### src/rtl/skinny_sbox8_dom1_np_core.sv
// First-order DOM-masked (2-share) SKINNY-128 8-bit S-box, non-pipelined.
// Four nonlinear rounds in series; each round registers only its DOM cross terms.
module skinny_sbox8_dom1_np_core (
  input  logic       clk,
  input  logic       rst_n,
  output logic [7:0] so_1,
  output logic [7:0] so_0,
  input  logic [7:0] si_1,
  input  logic [7:0] si_0,
  input  logic [7:0] r
);

  // One bit per round. Gate "x4" updates bit 4 and gate "x0" updates bit 0.
  logic [3:0] r_x4_s0, r_x4_s1, r_x0_s0, r_x0_s1;
  logic [3:0] w_x4_cr0, w_x4_cr1, w_x0_cr0, w_x0_cr1;

  function automatic logic [7:0] perm_round(input logic [7:0] x);
    return {x[2], x[1], x[7], x[6], x[4], x[0], x[3], x[5]};
  endfunction

  function automatic logic [7:0] perm_last(input logic [7:0] x);
    return {x[7:3], x[1], x[2], x[0]};
  endfunction

  // NOTE: combinational logic uses blocking assignments, and every variable
  // gets a value before it is read, so no latch can be inferred.
  always_comb begin
    logic [7:0] v_s0, v_s1;
    logic       a0, b0, a1, b1, c0, c1;
    logic       d0, e0, d1, e1, f0, f1;
    w_x4_cr0 = '0;
    w_x4_cr1 = '0;
    w_x0_cr0 = '0;
    w_x0_cr1 = '0;
    v_s0 = si_0;
    v_s1 = si_1;
    for (int k = 0; k < 4; k++) begin
      // NOR(a,b) = AND(~a,~b): the complement lands on share 0 only.
      a0 = ~v_s0[7];
      b0 = ~v_s0[6];
      a1 = v_s1[7];
      b1 = v_s1[6];
      d0 = ~v_s0[3];
      e0 = ~v_s0[2];
      d1 = v_s1[3];
      e1 = v_s1[2];
      w_x4_cr0[k] = (a0 & b1) ^ r[2*k];
      w_x4_cr1[k] = (a1 & b0) ^ r[2*k];
      w_x0_cr0[k] = (d0 & e1) ^ r[2*k+1];
      w_x0_cr1[k] = (d1 & e0) ^ r[2*k+1];
      c0 = (a0 & b0) ^ r_x4_s0[k];
      c1 = (a1 & b1) ^ r_x4_s1[k];
      f0 = (d0 & e0) ^ r_x0_s0[k];
      f1 = (d1 & e1) ^ r_x0_s1[k];
      v_s0[4] = v_s0[4] ^ c0;
      v_s0[0] = v_s0[0] ^ f0;
      v_s1[4] = v_s1[4] ^ c1;
      v_s1[0] = v_s1[0] ^ f1;
      if (k < 3) begin
        v_s0 = perm_round(v_s0);
        v_s1 = perm_round(v_s1);
      end else begin
        v_s0 = perm_last(v_s0);
        v_s1 = perm_last(v_s1);
      end
    end
    so_0 = v_s0;
    so_1 = v_s1;
  end

  // NOTE: state registers use non-blocking assignments so every flop samples
  // pre-edge values, independent of statement order.
  always_ff @(posedge clk or negedge rst_n) begin
    if (!rst_n) begin
      r_x4_s0 <= '0;
      r_x4_s1 <= '0;
      r_x0_s0 <= '0;
      r_x0_s1 <= '0;
    end else begin
      r_x4_s0 <= w_x4_cr0;
      r_x4_s1 <= w_x4_cr1;
      r_x0_s0 <= w_x0_cr0;
      r_x0_s1 <= w_x0_cr1;
    end
  end

endmodule

### config.mk
export PLATFORM = sky130hd
export DESIGN_NAME = skinny_sbox8_dom1_np_core
export DESIGN_NICKNAME = d
export VERILOG_FILES = /design/src/rtl/skinny_sbox8_dom1_np_core.sv
export SDC_FILE = /design/constraint.sdc
export NUM_CORES = 1
export LEC_CHECK = 0
export ABC_AREA = 1
export CAP_MARGIN = 20
export CORE_MARGIN = 2
export CORE_UTILIZATION = 40
export DETAILED_ROUTE_END_ITERATION = 7
export PLACE_DENSITY = 0.72
export SETUP_SLACK_MARGIN = 0.5
export SLEW_MARGIN = 20
export SYNTH_ARGS = -nofsm -noshare
export SYNTH_HDL_FRONTEND = slang
export SYNTH_SLANG_ARGS = --single-unit
### constraint.sdc
create_clock -name clk -period 2.4 [get_ports clk]
set_input_delay 0.48 -clock clk [delete_from_list [all_inputs] [get_ports clk]]
set_output_delay 0.48 -clock clk [all_outputs]
set_load 0.05 [all_outputs]
==> results of run 1 <==
## final timing paths
check	start	to	slack, ns	cells past startpoint
worst min-delay path	si_0[7]	r_x4_s0[0]$_DFF_PN0_	0.60	5
worst max-delay path	si_1[4]	so_1[0]	-0.06	12
worst max register to register	r_x4_s0[0]$_DFF_PN0_	r_x0_s1[3]$_DFF_PN0_	0.64	10
max in group asynchronous	rst_n	r_x4_s1[1]$_DFF_PN0_	1.25	1
worst min register to register	r_x0_s0[2]$_DFF_PN0_	r_x0_s1[3]$_DFF_PN0_	0.78	4
min in group asynchronous	rst_n	r_x0_s0[0]$_DFF_PN0_	0.65	1
## area by class of cell
cell class | instances | area share
Clock buffer | 3 | 0.00845
Tap cell | 33 | 0.0155
Multi-Input combinational cell | 116 | 0.407
Inverter | 30 | 0.0432
Sequential cell | 16 | 0.150
Timing Repair Buffer | 90 | 0.375
## flip-flops by register name, indices dropped and copies added, names as in the netlist
name     flops
r_x4_s1      4
r_x0_s0      4
r_x0_s1      4
r_x4_s0      4
## Yosys cell counts
cell type | n | area (um^2)
nand2_1 | 49 | 184
inv_1 | 29 | 109
xor2_1 | 26 | 228
dfrtp_1 | 16 | 400
nand3_1 | 10 | 50.1
nand2_2 | 7 | 43.8
nor2_1 | 5 | 18.8
xnor2_1 | 5 | 43.8
nand2_4 | 3 | 33.8
nand3b_1 | 3 | 22.5
nand4_1 | 3 | 18.8
inv_2 | 1 | 3.75
nand3_2 | 1 | 10.0
nand3b_4 | 1 | 20.0
o21ai_0 | 1 | 5.00
o21ai_4 | 1 | 16.3
xor2_4 | 1 | 27.5
## power by group
part,switching (mW),internal [mW]
clock,0.0943,0.0585
sequential,0.0311,0.320
combinational,0.888,0.841
total,1.01,1.22
## per-layer routing
metal	wire length (um)	GRT usage	vias to the layer above
met3	189	0.0262	22
met4	226	0.127	0
met2	2750	0.515	51
li1	-	-	668
met1	1630	0.324	719
met5	0	0	-
## layout by cell type (no fill, tap or decap), types with 9 or more instances in the layout
| cell | Yosys | routed |
|---|---|---|
| xor2_1 | 26 | 22 |
| clkdlybuf4s50_1 | 0 | 9 |
| buf_12 | 0 | 19 |
| inv_1 | 29 | 23 |
| buf_6 | 0 | 17 |
| dfrtp_1 | 16 | 16 |
| nand2_4 | 3 | 14 |
| nand2_1 | 49 | 24 |
| nand2_2 | 7 | 15 |
| buf_4 | 0 | 29 |
## kinds of logic (layout without fill, tap and decap cells)
kind of cell | after synthesis | after routing | synth area share
compound gates | 2 | 2 | 0.0172
xor+xnor | 32 | 32 | 0.242
buf+inv | 30 | 123 | 0.0912
flops | 16 | 16 | 0.324
simple gates | 82 | 82 | 0.325
## critical path: stages
cell	delay, ns
clkdlybuf4s15_1	0.23
inv_1	0.06
nand2_1	0.08
nand3b_1	0.13
nand2_4	0.14
nand3_4	0.11
nand2_8	0.11
nand3b_1	0.17
nand2_8	0.11
nand3b_1	0.12
nand2_4	0.09
buf_12	0.13
## stage by stage
stage / util / instances / power (mW)
finish: 0.888 / 288 / 2.23
global route: 0.888 / 288 / 2.33
CTS: 0.858 / 284 / 2.12
detailed placement: 0.814 / 273 / 1.90
global placement: 0.814 / 273 / 1.86
floorplan: - / 162 / 1.16
## timing repair
item	CTS	global route
resized for setup	53	29
setup buffers	8	4
endpoints found under the setup margin	19	16
pin swaps	29	27
==> flow_summary.ini, run 1 <==
[power_and_ir_drop]
leakage_nw = 1.33
max-vdd-ir-drop_mv = 0.470
power_density_mw_per_mm2 = 837

[global_routing]
global_route_wire_length_before_repair_mm = 7.18
global_route.usage.total = 0.280
antenna_found_initial = 0
grt_pass1_vias = 1568
total_gr_overflow = 0
grt_start_max_net_pins = 17

[synthesis]
synth.cell_area_mm2 = 0.00123
avgSynthCellArea_um2 = 7.62
synthesis.yosys.warnings = 0
synth.yosys.seq_area_share = 0.324
syn_nets = 188
synthDistinctLibCells = 17
instance_count_of_the_mapped_netlist = 162
number_of_synthesized_register_bits = 16

[final_layout]
register_area_um2 = 400
insertedDiodeCount = 0
finish.net_count = 283
layout-drive-gt1-share = 0.541
design_area_final_mm2 = 0.00267
fill_cells = 133
layout-area-overhead-vs-synth_pct = 116
multi_input_comb_area_mm2 = 0.00109

[placed_design]
port_buffers = 41
dp_hpwl_mm = 3.23
gp_congestion = 0.833
pre_cts_slack_ns = -0.369
standard_cell_area_after_detailed_placement_mm2 = 0.00244

[drt]
drc_errors = 0
drc_violation_total_after_the_first_tritonroute_iteration = 56
vias = 1460
postRouteAntennaNets = 0
routed_via_density = 5.07
wl_per_cell_um = 16.7
drtPass1Iterations = 4
total_length_of_routed_wires_mm = 4.80

[sta]
rsz0062_at_grt = true
crit_share_post_route = 1.02
final-max-slew-violation-count = 0
timing.final.crit_period_ns = 2.46
whs_ns = 0.600
worst-slew-pin-transition_ns = 0.822
setup_violations = 2
timing.fmax_mhz = 407
setup_tns_ns = -0.0938
timing.max_slew.rel_slack = 0.450
largest_clock_skew_in_the_final_design_ns = 0.00398
report.final.hold_viol_count = 0
worst_slack_ns = -0.0587

[worst_hold_path]
hold_path.class = in -> reg

[floorplan]
chipWidth_um = 59.6
placement_rows = 20
num_io_pins = 42
initial_core_util = 0.411
core_region_area_mm2 = 0.00300
die_y_um = 59.6
floorplan.die_area_mm2 = 0.00355

[cts]
cts.clk_slew.worst_paths_ns = 0.10
numCtsBuffers = 3
clk_latency_ns = 0.30
cts_buffer_depth = 2
cts_sinks = 16
cts_tree = built
cts_root_buffer = clkbuf_4
cts_hold_buffers = 0
h-tree-depth = 1

[run_status]
run_status = complete, but fails checks
failed_checks = negative setup slack

[setup_path]
timing.critical_path.fanout_max = 4
cp-start-kind = input pin
crit_type = in -> out
worst_ep_required_time_ns = 1.92
critPathArrivalTime_ns = 1.98
end_kind = output pin

[job]
drv_cap = 0
Note: power is estimated with default switching activity, not from simulation.
==> inputs of run 2 (changes only) <==
--- a/config.mk
+++ b/config.mk
@@ -6,7 +6,7 @@
 export NUM_CORES = 1
 export LEC_CHECK = 0
 export ABC_AREA = 1
-export CAP_MARGIN = 20
+export CAP_MARGIN = 40
 export CORE_MARGIN = 2
 export CORE_UTILIZATION = 40
 export DETAILED_ROUTE_END_ITERATION = 7
==> flow_summary.ini, run 2 (same netlist as run 1, synthesis figures left out) <==
[worst_hold_path]
hold_path.class = in -> async

[job]
drv_cap = 0

[power_and_ir_drop]
leakage_nw = 1.33
max-vdd-ir-drop_mv = 0.470
power_density_mw_per_mm2 = 835

[final_layout]
commonest_non_fill_non_tap_cell_in_the_layout = buf_4
layout-drive-gt1-share = 0.543
insertedDiodeCount = 0
layout-area-overhead-vs-synth_pct = 117
layout_common_cells = buf_4, nand2_1, inv_1, xor2_1, buf_12
finish.net_count = 284

[drt]
routed_via_density = 5.07
top_layer_used = met4
met3_wirelength_um = 228
met2_wirelength_mm = 2.77
drc_violation_total_after_the_first_tritonroute_iteration = 50
total_length_of_routed_wires_mm = 4.88
wl_per_cell_um = 16.9
vias = 1466
drt-met1-wl_mm = 1.63
drtPass1Iterations = 4
postRouteAntennaNets = 0
drc_errors = 0

[global_routing]
global_route_wire_length_before_repair_mm = 7.18
grt_pass1_vias = 1568
global_route.usage.total = 0.280
grt_start_max_net_pins = 17
total_gr_overflow = 0
antenna_found_initial = 0

[sta]
worst_slack_ns = -0.0518
whs_ns = 0.494
final-max-slew-violation-count = 0
crit_share_post_route = 1.02
timing.max_slew.rel_slack = 0.673
timing.fmax_mhz = 408
worst-slew-pin-transition_ns = 0.486
setup_violations = 2
largest_clock_skew_in_the_final_design_ns = 0.00465
timing.final.crit_period_ns = 2.45
rsz0062_at_grt = true
setup_tns_ns = -0.102
report.final.hold_viol_count = 0

[floorplan]
floorplan.die_area_mm2 = 0.00355
die_y_um = 59.6
placement_rows = 20
core_region_area_mm2 = 0.00300
num_io_pins = 42
initial_core_util = 0.411
chipWidth_um = 59.6

[placed_design]
gp_congestion = 0.833
dp_hpwl_mm = 3.23
port_buffers = 41

[cts]
cts_sinks = 16
numCtsBuffers = 3
cts.clk_slew.worst_paths_ns = 0.10
cts_tree = built
cts_root_buffer = clkbuf_4
clk_latency_ns = 0.30
h-tree-depth = 1
cts_buffer_depth = 2

[setup_path]
critPathArrivalTime_ns = 1.97
worstPathCellList = clkdlybuf4s15_1 > nand2_4 > nand3b_1 > nand2_4 > nand3_4 > nand2_8 > nand3b_1 > nand2_8 > nand3b_1 > nand2_4 > buf_12
crit_path_largest_cell_delay_ns = 0.23
timing.critical_path.fanout_max = 4
cpMaxStageDelayCell = clkdlybuf4s15_1
worst_ep_required_time_ns = 1.92
end_kind = output pin
cp-start-kind = input pin
crit_type = in -> out

[run_status]
failed_checks = negative setup slack
run_status = complete, but fails checks
==> run 2: cell types whose count changed in the layout (fill, tap and decap cells not counted) <==
cell / change
buf_8: +1
==> run 2: per-stage QoR <==
| stage | cells | utilization | power, mW | setup slack (ns) | cell area (um^2) |
|---|---|---|---|---|---|
| 3_3_place_gp | 273 | 0.814 | 1.86 | -0.293 | 2440 |
| 2_1_floorplan | 162 | - | 1.16 | 0.0774 | 1520 |
| 3_5_place_dp | 273 | 0.814 | 1.90 | -0.369 | 2440 |
| 4_1_cts | 284 | 0.858 | 2.12 | -0.0376 | 2580 |
| 5_1_grt | 289 | 0.893 | 2.34 | -0.157 | 2680 |
| 6_report | 289 | 0.893 | 2.24 | -0.0518 | 2680 |
==> run 2: final cells by class <==
type | count | area (um^2)
multi-input combinational | 116 | 1090
timing repair buffer | 91 | 1020
sequential | 16 | 400
fill | 127 | 322
inverter | 30 | 115
tap | 33 | 41.3
clock buffer | 3 | 22.5
==> run 2: final timing paths <==
check	start	end	slack, ns	cells past startpoint
setup reg to reg	r_x4_s0[0]$_DFF_PN0_	r_x0_s1[3]$_DFF_PN0_	0.64	10
min in group clk	si_0[7]	r_x4_s0[0]$_DFF_PN0_	0.60	5
hold / removal	rst_n	r_x4_s1[3]$_DFF_PN0_	0.49	2
setup / recovery	si_1[7]	so_1[0]	-0.05	11
hold reg to reg	r_x0_s0[2]$_DFF_PN0_	r_x0_s1[3]$_DFF_PN0_	0.78	4
max in group asynchronous	rst_n	r_x4_s1[1]$_DFF_PN0_	1.76	2
==> run 2: layer usage <==
layer	global-route usage	up-vias
li1	-	672
met1	0.324	704
met2	0.515	63
met5	0	-
met4	0.127	0
met3	0.0262	27
==> run 2: report_power, final <==
group | switching, mW | internal (mW) | total, mW
logic | 0.889 | 0.844 | 1.73
clock network | 0.0963 | 0.0586 | 0.155
registers | 0.0314 | 0.320 | 0.351
==> run 2: critical path: cells and delay by family <==
family                 cells  cell delay (ns)
buffers and inverters      2             0.36
AND/OR/NAND/NOR            9             1.11
==> run 2: repair_timing <==
| item | CTS | global route |
|---|---|---|
| hold buffers | 0 | 0 |
| endpoints found under the setup margin | 19 | 16 |
| buffers inserted | 8 | 4 |
| gates resized for setup | 53 | 29 |
| pin swaps | 29 | 27 |
